[src/rtl/axil_uart_pkg.sv]
// Shared definitions for the AXI-Lite UART transmit scheduler: register map,
// response codes and controller state encoding.
package axil_uart_pkg;

  localparam logic [31:0] REG_SETUP  = 32'h0;
  localparam logic [31:0] REG_FIFO   = 32'h4;
  localparam logic [31:0] REG_RXDATA = 32'h8;
  localparam logic [31:0] REG_TXDATA = 32'hC;

  localparam logic [1:0] RESP_OKAY = 2'b00;

  typedef enum logic [2:0] {
    ST_CFG_WR  = 3'd0,
    ST_CFG_B   = 3'd1,
    ST_IDLE    = 3'd2,
    ST_POLL_AR = 3'd3,
    ST_POLL_R  = 3'd4,
    ST_TX_WR   = 3'd5,
    ST_TX_B    = 3'd6
  } state_e;

endpackage

[src/rtl/axil_uart_tx_sched_rr_arbiter.sv]
// Combinational round-robin arbiter: grants the first asserted request at or
// after the pointer, wrapping modulo N_REQ. The pointer must be below N_REQ.
module rr_arbiter #(
  parameter int N_REQ = 2,
  localparam int IDX_W = (N_REQ > 1) ? $clog2(N_REQ) : 1
) (
  input  logic [N_REQ-1:0] req_i,
  input  logic [IDX_W-1:0] ptr_i,
  output logic [IDX_W-1:0] grant_o,
  output logic             any_o
);

  logic [IDX_W:0] idx;

  always_comb begin
    grant_o = '0;
    any_o   = 1'b0;
    idx     = '0;
    for (int k = 0; k < N_REQ; k++) begin
      idx = {1'b0, ptr_i} + (IDX_W + 1)'(k);
      if (idx >= (IDX_W + 1)'(N_REQ)) begin
        idx = idx - (IDX_W + 1)'(N_REQ);
      end
      if (!any_o && req_i[idx[IDX_W-1:0]]) begin
        any_o   = 1'b1;
        grant_o = idx[IDX_W-1:0];
      end
    end
  end

endmodule

[src/rtl/axil_uart_tx_sched.sv]
// AXI-Lite master that programs the UART setup register once after reset and
// then funnels bytes from N_REQ requesters into the UART TX FIFO, one at a time.
module axil_uart_tx_sched
  import axil_uart_pkg::*;
#(
  parameter int          N_REQ          = 2,
  parameter int          AXI_ADDR_WIDTH = 32,
  parameter logic [31:0] UART_BASE      = 32'h0,
  parameter logic [31:0] SETUP_VAL      = 32'd868,
  parameter int          TXRDY_BIT      = 16,
  parameter logic [31:0] TXDATA_OFS     = REG_TXDATA
) (
  input  logic                      clk_i,
  input  logic                      rst_ni,
  input  logic [N_REQ-1:0]          req_valid_i,
  input  logic [N_REQ*8-1:0]        req_data_i,
  output logic [N_REQ-1:0]          req_ready_o,
  output logic                      cfg_done_o,
  output logic                      err_o,
  output logic                      m_awvalid_o,
  input  logic                      m_awready_i,
  output logic [AXI_ADDR_WIDTH-1:0] m_awaddr_o,
  output logic [2:0]                m_awprot_o,
  output logic                      m_wvalid_o,
  input  logic                      m_wready_i,
  output logic [31:0]               m_wdata_o,
  output logic [3:0]                m_wstrb_o,
  input  logic                      m_bvalid_i,
  output logic                      m_bready_o,
  input  logic [1:0]                m_bresp_i,
  output logic                      m_arvalid_o,
  input  logic                      m_arready_i,
  output logic [AXI_ADDR_WIDTH-1:0] m_araddr_o,
  output logic [2:0]                m_arprot_o,
  input  logic                      m_rvalid_i,
  output logic                      m_rready_o,
  input  logic [31:0]               m_rdata_i,
  input  logic [1:0]                m_rresp_i
);

  localparam int IDX_W = (N_REQ > 1) ? $clog2(N_REQ) : 1;
  localparam logic [AXI_ADDR_WIDTH-1:0] ADDR_SETUP  = AXI_ADDR_WIDTH'(UART_BASE + REG_SETUP);
  localparam logic [AXI_ADDR_WIDTH-1:0] ADDR_FIFO   = AXI_ADDR_WIDTH'(UART_BASE + REG_FIFO);
  localparam logic [AXI_ADDR_WIDTH-1:0] ADDR_TXDATA = AXI_ADDR_WIDTH'(UART_BASE + TXDATA_OFS);

  state_e                    state_q, state_d;
  logic                      awvalid_q, awvalid_d, wvalid_q, wvalid_d;
  logic                      aw_done_q, aw_done_d, w_done_q, w_done_d;
  logic                      bready_q, bready_d, arvalid_q, arvalid_d, rready_q, rready_d;
  logic [AXI_ADDR_WIDTH-1:0] awaddr_q, awaddr_d, araddr_q, araddr_d;
  logic [31:0]               wdata_q, wdata_d;
  logic [IDX_W-1:0]          grant_q, grant_d, ptr_q, ptr_d;
  logic [7:0]                byte_q, byte_d;
  logic [N_REQ-1:0]          req_ready_q, req_ready_d;
  logic                      cfg_done_q, cfg_done_d, err_q, err_d;

  logic [IDX_W-1:0] arb_idx;
  logic             arb_any;
  logic             aw_fire, w_fire, b_fire, ar_fire, r_fire, is_cfg;

  rr_arbiter #(.N_REQ(N_REQ)) u_arb (
    .req_i   (req_valid_i),
    .ptr_i   (ptr_q),
    .grant_o (arb_idx),
    .any_o   (arb_any)
  );

  assign aw_fire = awvalid_q & m_awready_i;
  assign w_fire  = wvalid_q & m_wready_i;
  assign b_fire  = bready_q & m_bvalid_i;
  assign ar_fire = arvalid_q & m_arready_i;
  assign r_fire  = rready_q & m_rvalid_i;
  assign is_cfg  = (state_q == ST_CFG_WR) || (state_q == ST_CFG_B);

  always_comb begin
    state_d     = state_q;
    awvalid_d   = awvalid_q;
    wvalid_d    = wvalid_q;
    aw_done_d   = aw_done_q;
    w_done_d    = w_done_q;
    bready_d    = bready_q;
    arvalid_d   = arvalid_q;
    rready_d    = rready_q;
    awaddr_d    = awaddr_q;
    araddr_d    = araddr_q;
    wdata_d     = wdata_q;
    grant_d     = grant_q;
    ptr_d       = ptr_q;
    byte_d      = byte_q;
    req_ready_d = '0;
    cfg_done_d  = cfg_done_q;
    err_d       = err_q;

    // Error responses are only recorded; the sequence carries on regardless.
    if ((b_fire && (m_bresp_i != RESP_OKAY)) || (r_fire && (m_rresp_i != RESP_OKAY))) begin
      err_d = 1'b1;
    end

    case (state_q)
      ST_CFG_WR, ST_TX_WR: begin
        // AW and W are launched together but each retires on its own ready.
        if (!awvalid_q && !aw_done_q) begin
          awvalid_d = 1'b1;
          awaddr_d  = is_cfg ? ADDR_SETUP : ADDR_TXDATA;
        end
        if (!wvalid_q && !w_done_q) begin
          wvalid_d = 1'b1;
          wdata_d  = is_cfg ? SETUP_VAL : {24'b0, byte_q};
        end
        if (aw_fire) begin
          awvalid_d = 1'b0;
          aw_done_d = 1'b1;
        end
        if (w_fire) begin
          wvalid_d = 1'b0;
          w_done_d = 1'b1;
        end
        if ((aw_done_q || aw_fire) && (w_done_q || w_fire)) begin
          aw_done_d = 1'b0;
          w_done_d  = 1'b0;
          bready_d  = 1'b1;
          state_d   = is_cfg ? ST_CFG_B : ST_TX_B;
        end
      end
      ST_CFG_B, ST_TX_B: begin
        if (b_fire) begin
          bready_d = 1'b0;
          state_d  = ST_IDLE;
          if (is_cfg) begin
            cfg_done_d = 1'b1;
          end else begin
            req_ready_d[grant_q] = 1'b1;
            ptr_d = (grant_q == IDX_W'(N_REQ - 1)) ? '0 : grant_q + 1'b1;
          end
        end
      end
      ST_IDLE: begin
        if (arb_any) begin
          grant_d   = arb_idx;
          byte_d    = req_data_i[{arb_idx, 3'b000} +: 8];
          arvalid_d = 1'b1;
          araddr_d  = ADDR_FIFO;
          state_d   = ST_POLL_AR;
        end
      end
      ST_POLL_AR: begin
        if (ar_fire) begin
          arvalid_d = 1'b0;
          rready_d  = 1'b1;
          state_d   = ST_POLL_R;
        end
      end
      ST_POLL_R: begin
        if (r_fire) begin
          rready_d = 1'b0;
          if (m_rdata_i[TXRDY_BIT]) begin
            state_d = ST_TX_WR;
          end else begin
            arvalid_d = 1'b1;
            state_d   = ST_POLL_AR;
          end
        end
      end
      default: state_d = ST_CFG_WR;
    endcase
  end

  always_ff @(posedge clk_i or negedge rst_ni) begin
    if (!rst_ni) begin
      state_q     <= ST_CFG_WR;
      awvalid_q   <= 1'b0;
      wvalid_q    <= 1'b0;
      aw_done_q   <= 1'b0;
      w_done_q    <= 1'b0;
      bready_q    <= 1'b0;
      arvalid_q   <= 1'b0;
      rready_q    <= 1'b0;
      awaddr_q    <= '0;
      araddr_q    <= '0;
      wdata_q     <= '0;
      grant_q     <= '0;
      ptr_q       <= '0;
      byte_q      <= '0;
      req_ready_q <= '0;
      cfg_done_q  <= 1'b0;
      err_q       <= 1'b0;
    end else begin
      state_q     <= state_d;
      awvalid_q   <= awvalid_d;
      wvalid_q    <= wvalid_d;
      aw_done_q   <= aw_done_d;
      w_done_q    <= w_done_d;
      bready_q    <= bready_d;
      arvalid_q   <= arvalid_d;
      rready_q    <= rready_d;
      awaddr_q    <= awaddr_d;
      araddr_q    <= araddr_d;
      wdata_q     <= wdata_d;
      grant_q     <= grant_d;
      ptr_q       <= ptr_d;
      byte_q      <= byte_d;
      req_ready_q <= req_ready_d;
      cfg_done_q  <= cfg_done_d;
      err_q       <= err_d;
    end
  end

  assign req_ready_o = req_ready_q;
  assign cfg_done_o  = cfg_done_q;
  assign err_o       = err_q;
  assign m_awvalid_o = awvalid_q;
  assign m_awaddr_o  = awaddr_q;
  assign m_awprot_o  = 3'b000;
  assign m_wvalid_o  = wvalid_q;
  assign m_wdata_o   = wdata_q;
  assign m_wstrb_o   = 4'hF;
  assign m_bready_o  = bready_q;
  assign m_arvalid_o = arvalid_q;
  assign m_araddr_o  = araddr_q;
  assign m_arprot_o  = 3'b000;
  assign m_rready_o  = rready_q;

endmodule

[config.mk]
export PLATFORM = sky130hd
export DESIGN_NAME = axil_uart_tx_sched
export DESIGN_NICKNAME = d
export VERILOG_FILES = /design/src/rtl/axil_uart_pkg.sv /design/src/rtl/axil_uart_tx_sched_rr_arbiter.sv /design/src/rtl/axil_uart_tx_sched.sv
export SDC_FILE = /design/constraint.sdc
export NUM_CORES = 1
export LEC_CHECK = 0
export CAP_MARGIN = 40
export CORE_UTILIZATION = 37
export CTS_CLUSTER_SIZE = 30
export DETAILED_ROUTE_END_ITERATION = 6
export MAX_ROUTING_LAYER = met4
export PLACE_DENSITY = 0.85
export REMOVE_ABC_BUFFERS = 1
export SYNTH_ARGS = -nofsm -noshare
export SYNTH_HDL_FRONTEND = slang
export SYNTH_SLANG_ARGS = --single-unit
[constraint.sdc]
create_clock -name clk_i -period 3.45 [get_ports clk_i]
set_input_delay 0.69 -clock clk_i [delete_from_list [all_inputs] [get_ports clk_i]]
set_output_delay 0.69 -clock clk_i [all_outputs]
set_load 0.005 [all_outputs]
==> summary.md <==
| Metric | Value |
|---|---|
| Via/cell ratio | 4.341 |
| Post-synthesis sequential area ratio | 37.17% |
| Largest net degree at the start of global routing | 36 |
| Library cells used by synthesis | 38 |
| CTS max path bufs | 2 |
| Clock Power Share | 40.8% |
| Wire per inst | 10.90 µm |
| Worst skew pair latency | 0.28 ns |
| Worst path max stage delay | 0.52 ns |
| Slowest stage cell on the critical path | or4_1 |
| Nets | 370 |
| Tcrit/Tclk final | 59.40% |
| Worst Path Max Fanout | 4 |
| Setup CP Type | input pin to register |
| Die W | 81.80 µm |
| Port Buffers | 51 |
| Design Power | 0.8738 mW |
| R2R cell count | 3 |
| Number of synthesized flops with an enable pin | 0 |
| FMAX | 488.0 MHz |
| # DRC | 0 |
| Mapped Area | 2356 µm² |
| Final min period | 2.049 ns |
| Crit end category | register |
| Chain of cells forming the critical path | clkdlybuf4s50_1 > a21oi_1 > nor2_2 > o211ai_2 > or4_1 > nand2_1 |
| Layout cells sized above 1 | 5.178% |
| Total gr overflow | 0 |
| Initial antenna violation count | 0 |
| GPL Wtd Cong | 0.8348 |
| Hold depth | 1 |
| Post-CTS Resized | 0 |
| Sequential share of power | 48.8% |
| Clock tree from TritonCTS | yes |
| Clock sink total | 35 |
| Avg Cell Area, Syn | 9.097 µm² |
| Startpoint types | input pin |
| GRT Resource Usage Total | 13.49% |
| Initial DRC count | 91 |
| Status | complete, no violations |
| Multi-input logic area | 1056 µm² |
| Cell depth of the worst setup path | 6 |
| Yosys warns | 0 |
| Antenna diode count | 0 |
| Comb power frac | 10.4% |
| Worst hold path class | register to register |
| Area delta synth->final | 13.75% |
| Switching Share | 22.97% |
| Drt pass-1 iters | 4 |
| Post-CTS Setup Inserts | 0 |
| Fill cells | 583 |
| WP data required | 3.66 ns |
| Max-slew violation count | 0 |
| Post-Route WL | 4187 µm |
| Clock Pin Slew Worst Setup and Hold Paths | 0.06 ns |
| Ys flop type | dfrtp_1 |
| CTS Buf Count | 5 |
| Cell count after placement | 377 |
| DP Worst Slack | 1.140 ns |
| Final setup violation count | 0 |
| Leak pwr | 1.323 nW |
| Internal power | 0.6730 mW |
| # rows | 28 |
| Final worst setup slack | 1.401 ns |
| Die Y | 81.80 µm |
| Setup TNS | 0 ns |
| Non-Filler Instances | 384 |
| Synth async-reset ratio | 100.0% |
| Max_cap viols | 0 |
| Core box area | 6026 µm² |
| Synth Instances | 259 |
| Global-route wire length before repair | 6672 µm |
| DP HPWL | 3183 µm |
| Number of global-route vias before repair | 1424 |
| Worst relative slew slack | 58.11% |
| Post-synthesis register bit count | 35 |
| Vias post-DR | 1667 |
| Sw Pwr | 0.2008 mW |
| Worst Tran Pin Value | 0.6262 ns |
| Crit path max-delay family | simple AND/OR/NAND/NOR gates |
| Post-DRT Antenna Nets | 0 |
| Clock Skews | 0.007018 ns |
| Critical path buffers and inverters | 1 |
| # H-tree levels | 2 |
| Final core occ | 44.48% |
| Hold_buf cts | 0 |
| Die area | 6690 µm² |
| RSZ-0062 raised after global routing | no |
| PD cells | 326.0 nW/µm² |
| Initial cell density of the core | 39.10% |
| VDD IR max | 0.2386 mV |
| Root buffer cell | clkbuf_8 |
| Worst EP arrival | 2.26 ns |
| Hold Fails Final Rpt | 0 |
| Register area | 875.8 µm² |
| I/O Pins | 176 |
[cell type report]
cell class              count  area share [%]
multi-input cells         208           39.40
flip-flops and latches     35           32.68
repair buffers             53           19.61
well taps                  75           3.501
clock buffers               5           2.568
clock inverters             2           1.401
inverters                   6          0.8403
[flip-flops by register name, indices dropped and copies added, names as in the netlist]
| register | cells |
|---|---|
| m_awaddr_o | 1 |
| w_done_q | 1 |
| state_q | 3 |
| m_awvalid_o | 1 |
| m_arvalid_o | 1 |
| m_bready_o | 1 |
| cfg_done_o | 1 |
| ptr_q | 1 |
| grant_q | 1 |
| m_wvalid_o | 1 |
| req_ready_o | 2 |
| m_rready_o | 1 |
| byte_q | 8 |
| aw_done_q | 1 |
| m_araddr_o | 1 |
| err_o | 1 |
| m_wdata_o | 9 |
[layer usage]
metal / vias up / global-route usage [%] / share of wire (%) / wire length, µm
li1: 784 / - / - / -
met1: 780 / 16.50 / 43 / 1780
met2: 99 / 21.49 / 48 / 2023
met3: 4 / 4.111 / 8.6 / 359
met4: 0 / 3.684 / 0.55 / 23
met5: - / - / 0 / 0
[synthesized netlist by cell type, types with 2 or more instances]
| library cell | instances | area [µm²] |
|---|---|---|
| nand3_1 | 3 | 15.01 |
| a31oi_1 | 3 | 18.77 |
| buf_4 | 96 | 720.7 |
| o21ai_0 | 7 | 35.03 |
| inv_1 | 6 | 22.52 |
| conb_1 | 2 | 7.510 |
| dfrtp_1 | 35 | 875.8 |
| a22o_1 | 6 | 52.55 |
| nor3_4 | 2 | 32.53 |
| nor2_1 | 24 | 90.09 |
| a21oi_1 | 16 | 80.08 |
| a221oi_1 | 2 | 17.52 |
| nor3_1 | 4 | 20.02 |
| mux2i_1 | 8 | 80.08 |
| a22oi_1 | 2 | 15.01 |
| nand2_1 | 14 | 52.55 |
| o22a_1 | 3 | 26.28 |
| clkbuf_1 | 2 | 7.510 |
| nor2b_1 | 3 | 18.77 |
| buf_2 | 2 | 10.01 |
| o31ai_1 | 2 | 15.01 |
[through the flow]
step | hold slack, ns | cell area (µm²)
2_1_floorplan | 0.3944 | 1954
3_3_place_gp | 0.4205 | 2574
3_5_place_dp | 0.4276 | 2574
4_1_cts | 0.4529 | 2680
5_1_grt | 0.4841 | 2680
6_report | 0.4573 | 2680
[cells in the final DEF, fill, tap and decap left out, types with 2 or more instances in the layout]
cell type,Yosys,final
o22a_1,3,3
nor2b_1,3,3
mux2i_1,8,8
buf_4,96,2
o21ai_0,7,6
a22oi_1,2,2
nor3_1,4,4
nand3_1,3,3
a21oi_1,16,16
inv_1,6,6
nand2_1,14,14
conb_1,2,93
nor3_4,2,2
a31oi_1,3,3
a221oi_1,2,2
clkdlybuf4s50_1,0,51
dfrtp_1,35,35
nor2_1,24,24
o31ai_1,2,2
clkbuf_8,0,5
a22o_1,6,6
[power groups by stage]
stage / combinational [mW] / clock, mW / sequential [mW]
5_1_grt: 0.109 / 0.382 / 0.427
2_1_floorplan: 0.0413 / 0 / 0.432
4_1_cts: 0.0909 / 0.360 / 0.426
3_5_place_dp: 0.0904 / 0 / 0.434
6_report: 0.0911 / 0.357 / 0.426
3_3_place_gp: 0.0886 / 0 / 0.433
[worst paths after layout]
check,from,to,slack (ns)
max,m_awready_i,state_q[1],1.40
min,grant_q,req_ready_o[0],0.46
max reg2reg,state_q[1],grant_q,1.59
min reg2reg,grant_q,req_ready_o[0],0.46
max in group asynchronous,rst_ni,state_q[2],2.31
min in group asynchronous,rst_ni,m_wdata_o[2],0.82
[cell families (layout without fill, tap and decap cells)]
kind of cell,Yosys count,after routing,synth area share [%]
simple gates,57,57,12.11
buf+inv,107,66,32.50
flops,35,35,37.17
other cells,2,93,0.3188
mux,8,8,3.399
compound gates,50,50,14.50
No activity file was read; power rests on OpenSTA's default activity.
